[src/rtl/toggle_handshake_rx.sv]
// Destination side of a toggle-based clock-domain-crossing handshake: synchronizes
// the request toggle, captures the held source word and returns an acknowledge toggle.
module toggle_handshake_rx #(
  parameter int DATA_W      = 8,
  parameter int SYNC_STAGES = 2
) (
  input  logic              clk_b,
  input  logic              rst_n,
  input  logic              req_tog,
  input  logic [DATA_W-1:0] req_data,
  output logic              ack_tog,
  output logic              out_valid,
  input  logic              out_ready,
  output logic [DATA_W-1:0] out_data,
  output logic [15:0]       xfer_cnt,
  input  logic              clr_err,
  output logic              err_overrun
);

  typedef enum logic {
    IDLE = 1'b0,
    HOLD = 1'b1
  } state_t;

  logic [SYNC_STAGES-1:0] sync_r;
  logic                   req_seen_r;
  state_t                 state_r;
  logic                   req_sync_s;
  logic                   req_event_s;

  // Only the last synchronizer stage may feed logic; earlier stages can be metastable.
  assign req_sync_s  = sync_r[SYNC_STAGES-1];
  assign req_event_s = req_sync_s ^ req_seen_r;

  // Request toggle synchronizer chain.
  always_ff @(posedge clk_b) begin
    if (!rst_n) begin
      sync_r <= {SYNC_STAGES{1'b0}};
    end else begin
      sync_r <= {sync_r[SYNC_STAGES-2:0], req_tog};
    end
  end

  // Capture / hold / acknowledge state machine with sticky overrun flag.
  always_ff @(posedge clk_b) begin
    if (!rst_n) begin
      state_r     <= IDLE;
      req_seen_r  <= 1'b0;
      ack_tog     <= 1'b0;
      out_valid   <= 1'b0;
      out_data    <= {DATA_W{1'b0}};
      xfer_cnt    <= 16'h0000;
      err_overrun <= 1'b0;
    end else begin
      // Clear first so that a same-edge overrun below takes precedence.
      if (clr_err) begin
        err_overrun <= 1'b0;
      end
      case (state_r)
        IDLE: begin
          if (req_event_s) begin
            out_data   <= req_data;
            out_valid  <= 1'b1;
            req_seen_r <= req_sync_s;
            state_r    <= HOLD;
          end
        end
        HOLD: begin
          if (out_ready) begin
            out_valid <= 1'b0;
            ack_tog   <= ~ack_tog;
            xfer_cnt  <= xfer_cnt + 16'd1;
            state_r   <= IDLE;
          end
          // A new request while a word is still pending is dropped, never acknowledged.
          if (req_event_s) begin
            err_overrun <= 1'b1;
            req_seen_r  <= req_sync_s;
          end
        end
        default: begin
          out_valid <= 1'b0;
          state_r   <= IDLE;
        end
      endcase
    end
  end

endmodule

[config.mk]
export PLATFORM = sky130hd
export DESIGN_NAME = toggle_handshake_rx
export DESIGN_NICKNAME = d
export VERILOG_FILES = /design/src/rtl/toggle_handshake_rx.sv
export SDC_FILE = /design/constraint.sdc
export NUM_CORES = 1
export LEC_CHECK = 0
export CAP_MARGIN = 20
export CELL_PAD_IN_SITES_DETAIL_PLACEMENT = 0
export CELL_PAD_IN_SITES_GLOBAL_PLACEMENT = 1
export CORE_MARGIN = 2
export CORE_UTILIZATION = 40
export DETAILED_ROUTE_END_ITERATION = 10
export DONT_BUFFER_PORTS = 1
export GPL_ROUTABILITY_DRIVEN = 1
export PLACE_DENSITY_LB_ADDON = 0.1
export SYNTH_ARGS = -nofsm -noshare
export SYNTH_HDL_FRONTEND = slang
export SYNTH_SLANG_ARGS = --single-unit
[constraint.sdc]
create_clock -name clk_b -period 1.7 [get_ports clk_b]
set_clock_uncertainty 0.05 [all_clocks]
set_input_delay 0.34 -clock clk_b [delete_from_list [all_inputs] [get_ports clk_b]]
set_output_delay 0.34 -clock clk_b [all_outputs]
set_load 0.02 [all_outputs]
Word-level counts from Yosys, hierarchy flattened

Index checks and enable logic that the tools add are counted.

Add/subtract/negate cells: 1
Eq/ne operators: 2
Muxes and demuxes: 10
Bitwise gates (word level): 3
Reduce and logical (&&, ||, !) cells: 3

Operator list:

| cell                                          | number |
|---|---|
| adder 16 x 1 -> 16 bit, second input constant | 1 |
| 2-to-1 mux 1 bit                              | 8 |
| AND reduction 2 bit                           | 3 |
| != test 2 bit, second input constant          | 2 |
| one-hot mux 1 bit (2 select lines)            | 2 |
| inverter 1 bit                                | 2 |
| bitwise XOR 1 bit                             | 1 |

Register bits: 31
Bits of input ports: 13
Output and inout bits: 27

Logic depth before layout (Yosys ltp)

Gate-level depths: netlist (run 1).

Depth in word-level cells: 3
Depth in mapped cells: 5

Least setup slack after synthesis (run 1)

Ideal clock, no wire load.

Path kind: reg2reg
Start point: register xfer_cnt[0]
End point: register xfer_cnt[12]
Setup time: 0.070 ns
Arrival time: 1.698 ns
Required time: 1.580 ns
Setup slack: -0.118 ns
Stages on the path, launching flop included: 6
Buffers on the path: 0
Cell sequence: dfxtp_1 ha_1 nand4_2 or4_4 or3_1 a21oi_1

Word-level cells in the longest chain between the ends: 1

Ends and longest elaborated chain:

| what                   | RTL line | text |
|---|---|---|
| start, declared        | 15       | `output logic [15:0] xfer_cnt,` |
| start signal, assigned | 72       | `xfer_cnt <= xfer_cnt + 16'd1;` |
| adder 16 x 1 -> 16 bit | 72       |  |

Every way passes these cells.
A chain may end at the register's enable or synchronous reset.

Final worst setup path (run 1)

Start point: register xfer_cnt[0]
End point: register xfer_cnt[14]

The elaborated chain is that of the path after synthesis.

==> results.sh, run 1 <==
export IMPL_status="finished clean"
export IMPL_worst_hold_path_num_cells=1
export IMPL_detail_route_antenna_nets=0
export IMPL_max_slew_worst_pin_slew_ns=0.4521
export IMPL_synth_seq_area_share_pct=50.51
export IMPL_fillerInstances=314
export IMPL_grt_setup_unrepaired="no"
export IMPL_cp_end_kind="flop"
export IMPL_via_count_of_the_first_global_routing_pass=920
export IMPL_netlist_area_before_placement_sq_um=1229
export IMPL_use_met3_pct=6.550
export IMPL_cts_setup_buffers=0
export IMPL_cts_root_buffer_cell="sky130_fd_sc_hd__clkbuf_4"
export IMPL_dominantRegCellSynth="sky130_fd_sc_hd__dfxtp_1"
export IMPL_final_area_sq_um=1476
export IMPL_cp_data_arrival_time_ns=1.84
export IMPL_wire_length_of_the_first_global_routing_pass_um=4002
export IMPL_remaining_drc_errors=0
export IMPL_length_in_cells_of_the_worst_reg_to_reg_path=5
export IMPL_cts_repair_resize_count=0
export IMPL_grt_antenna_before_repair=0
export IMPL_synth_cell_type_count=26
export IMPL_synth_top_cells_by_area="sky130_fd_sc_hd__dfxtp_1 51%, sky130_fd_sc_hd__mux2i_1 9.0%, sky130_fd_sc_hd__nor2_1 8.9%, sky130_fd_sc_hd__xnor2_1 5.7%, sky130_fd_sc_hd__nand3_1 4.1%"
export IMPL_grt_ovfl_total=0
export IMPL_met1_usage_pct=17.88
export IMPL_global_route_met2_utilization_pct=24.80
export IMPL_pin_count_of_the_biggest_net_entering_global_routing=21
export IMPL_synth_top_cells_by_count="31 x sky130_fd_sc_hd__dfxtp_1, 29 x sky130_fd_sc_hd__nor2_1, 11 x sky130_fd_sc_hd__mux2i_1, 10 x sky130_fd_sc_hd__nand3_1"
export IMPL_synthDominantAreaCellType="sky130_fd_sc_hd__dfxtp_1"
export IMPL_setup_violations=0
export IMPL_report_final_slew_viol_count=0
export IMPL_worstHoldPathType="in2reg"
export IMPL_groute_usage_overall_pct=15.48
export IMPL_tritoncts_num_buffers=5
export IMPL_syn_area_per_cell_sq_um=9.101
export IMPL_full_die_area_sq_um=3531
export IMPL_netlist_instances=135
export IMPL_busiest_layer="met2"
export IMPL_die_y_um=59.42
export IMPL_layout_min_cycle_time_ns=1.634
export IMPL_die_width_um=59.42
export IMPL_fin_setup_tns_ns=0
export IMPL_finalCritPeriodShare_pct=96.14
export IMPL_clk_path_buf_depth=2
export IMPL_tritoncts_num_sinks=31
export IMPL_finalHoldViolCount=0
export IMPL_area_delta_synth_final_pct=20.16
export IMPL_initial_utilization_pct=41.26
export IMPL_drt_via_density=5.032
export IMPL_n_antenna_cell=0
export IMPL_num_io_pins=40
export IMPL_via_count=946
export IMPL_detailedRoute_firstIterationViolations=29
export IMPL_synth_async_reset_ratio_pct=0
export IMPL_placed_cells=180
export IMPL_finalWeightedCongestion=0.7560
export IMPL_core_rowCount=20
export IMPL_critical_path_startpoint_type="flop"
export IMPL_drive_above_1_share_pct=21.94
export IMPL_core_sq_um=2978
export IMPL_mappedNetlistNets=149
export IMPL_critPathKind="reg2reg"
export IMPL_synth_warnings=0
export IMPL_placed_cell_area_sq_um=1390
export IMPL_clkLatencyLatePin_ns=0.33
export IMPL_clkSlewWorstSetupHoldPaths_ns=0.09
export IMPL_totalWireLength_um=2417
export IMPL_fin_cells=188
export IMPL_power_density_nw_per_um2=968.1
export IMPL_hpwlAfterDp_um=1844
export IMPL_fmax_mhz=611.9
export IMPL_critical_path_peak_fanout=4
export IMPL_tritoncts="yes"
export IMPL_ys_seq_elements=31
export IMPL_num_nets_final=168
export IMPL_drt_pass1_iterations=4
export IMPL_yosysMostFrequentCell="sky130_fd_sc_hd__dfxtp_1"
export IMPL_cts_hold_buf=0
export IMPL_synth_edf_count=0
export IMPL_timing_slew_headroom_pct=69.86
export IMPL_cts_htree_levels=2
export IMPL_largest_vdd_supply_drop_v=0.0005286
export IMPL_p_leak_nw=0.5850
export IMPL_cap_violations=0
export IMPL_placement_io_buffers=0
export IMPL_cp_required_ns=1.91
export IMPL_synth_largest_type_area_fraction_pct=50.51
export IMPL_routedWlPerCell_um=12.86
-- final cells by class --
class / count / area [sq um] / area share (%)
Sequential cell: 31 / 631.9 / 42.80
Multi-Input combinational cell: 96 / 578.1 / 39.15
Timing Repair Buffer: 17 / 127.6 / 8.644
Clock buffer: 6 / 51.30 / 3.475
Tap cell: 33 / 41.29 / 2.797
Clock inverter: 2 / 35.03 / 2.373
Inverter: 3 / 11.26 / 0.7627
-- report_power, final --
| part | total [mW] | internal (mW) | switching (mW) |
|---|---|---|---|
| Combinational | 0.0632 | 0.0273 | 0.0359 |
| Clock | 0.595 | 0.347 | 0.248 |
| Sequential | 0.771 | 0.743 | 0.0280 |
-- cell families after synthesis --
kind of cell,Yosys count,synth area share (%)
AOI/OAI and AO/OA,6,2.444
xor gates and xnor gates,12,8.554
adders and majority gates,1,1.018
buffers and inverters,8,2.647
DFF,31,50.51
muxes,11,8.962
and+or+nand+nor,66,25.87
-- state kept, by name (all words and copies together), names as in the netlist --
signal       count
req_seen_r       1
ack_tog          1
out_data         8
err_overrun      1
xfer_cnt        16
sync_r           2
out_valid        1
state_r          1
-- worst max-delay path, stage by stage (launching register included) --
cell,delay [ns]
sky130_fd_sc_hd__dfxtp_4,0.36
sky130_fd_sc_hd__ha_2,0.18
sky130_fd_sc_hd__nand4_2,0.10
sky130_fd_sc_hd__or4_4,0.44
sky130_fd_sc_hd__or3_1,0.31
sky130_fd_sc_hd__a21oi_1,0.13
-- routing by layer --
layer  vias to the layer above  part of all wire, %  wire length (um)
met5                         -                    0                 0
met4                         0                  1.8                44
met3                         5                  7.5               182
met2                        26                   47              1138
met1                       435                   44              1053
li1                        480                    -                 -
-- metrics by stage --
| stage | power, mW | worst slack, ns | hold slack [ns] | util, % |
|---|---|---|---|---|
| floorplan | 0.8389 | 0.004461 | 0.3619 | - |
| global placement | 0.8502 | 0.1046 | 0.3652 | 46.68 |
| detailed placement | 0.8531 | 0.05366 | 0.3735 | 46.68 |
| CTS | 1.446 | 0.02723 | 0.07104 | 49.58 |
| global route | 1.487 | 0.0009361 | 0.06450 | 49.58 |
| finish | 1.429 | 0.06563 | 0.07926 | 49.58 |
-- path summary, 6_finish.rpt --
check	slack [ns]	to	from
setup / recovery	0.07	xfer_cnt[14]	xfer_cnt[0]
hold / removal	0.08	sync_r[1]	rst_n
setup reg to reg	0.07	xfer_cnt[14]	xfer_cnt[0]
hold reg to reg	0.39	sync_r[1]	sync_r[0]
-- placed cells by master (no fill, tap or decap), types with 4 or more instances in the layout --
cell,count
sky130_fd_sc_hd__xnor2_1,8
sky130_fd_sc_hd__mux2i_1,11
sky130_fd_sc_hd__dfxtp_1,26
sky130_fd_sc_hd__clkbuf_4,5
sky130_fd_sc_hd__nand2_1,8
sky130_fd_sc_hd__a21oi_1,4
sky130_fd_sc_hd__nand3_1,10
sky130_fd_sc_hd__xor2_1,4
sky130_fd_sc_hd__buf_4,17
sky130_fd_sc_hd__nor2_1,29
(Power assumes the default switching activity.)
==> inputs of run 2 (changes only) <==
TNS_END_PERCENT = 10   (was default)
==> results of run 2 <==
Same layout as run 1: the final DEF is identical, and so are final timing and power.
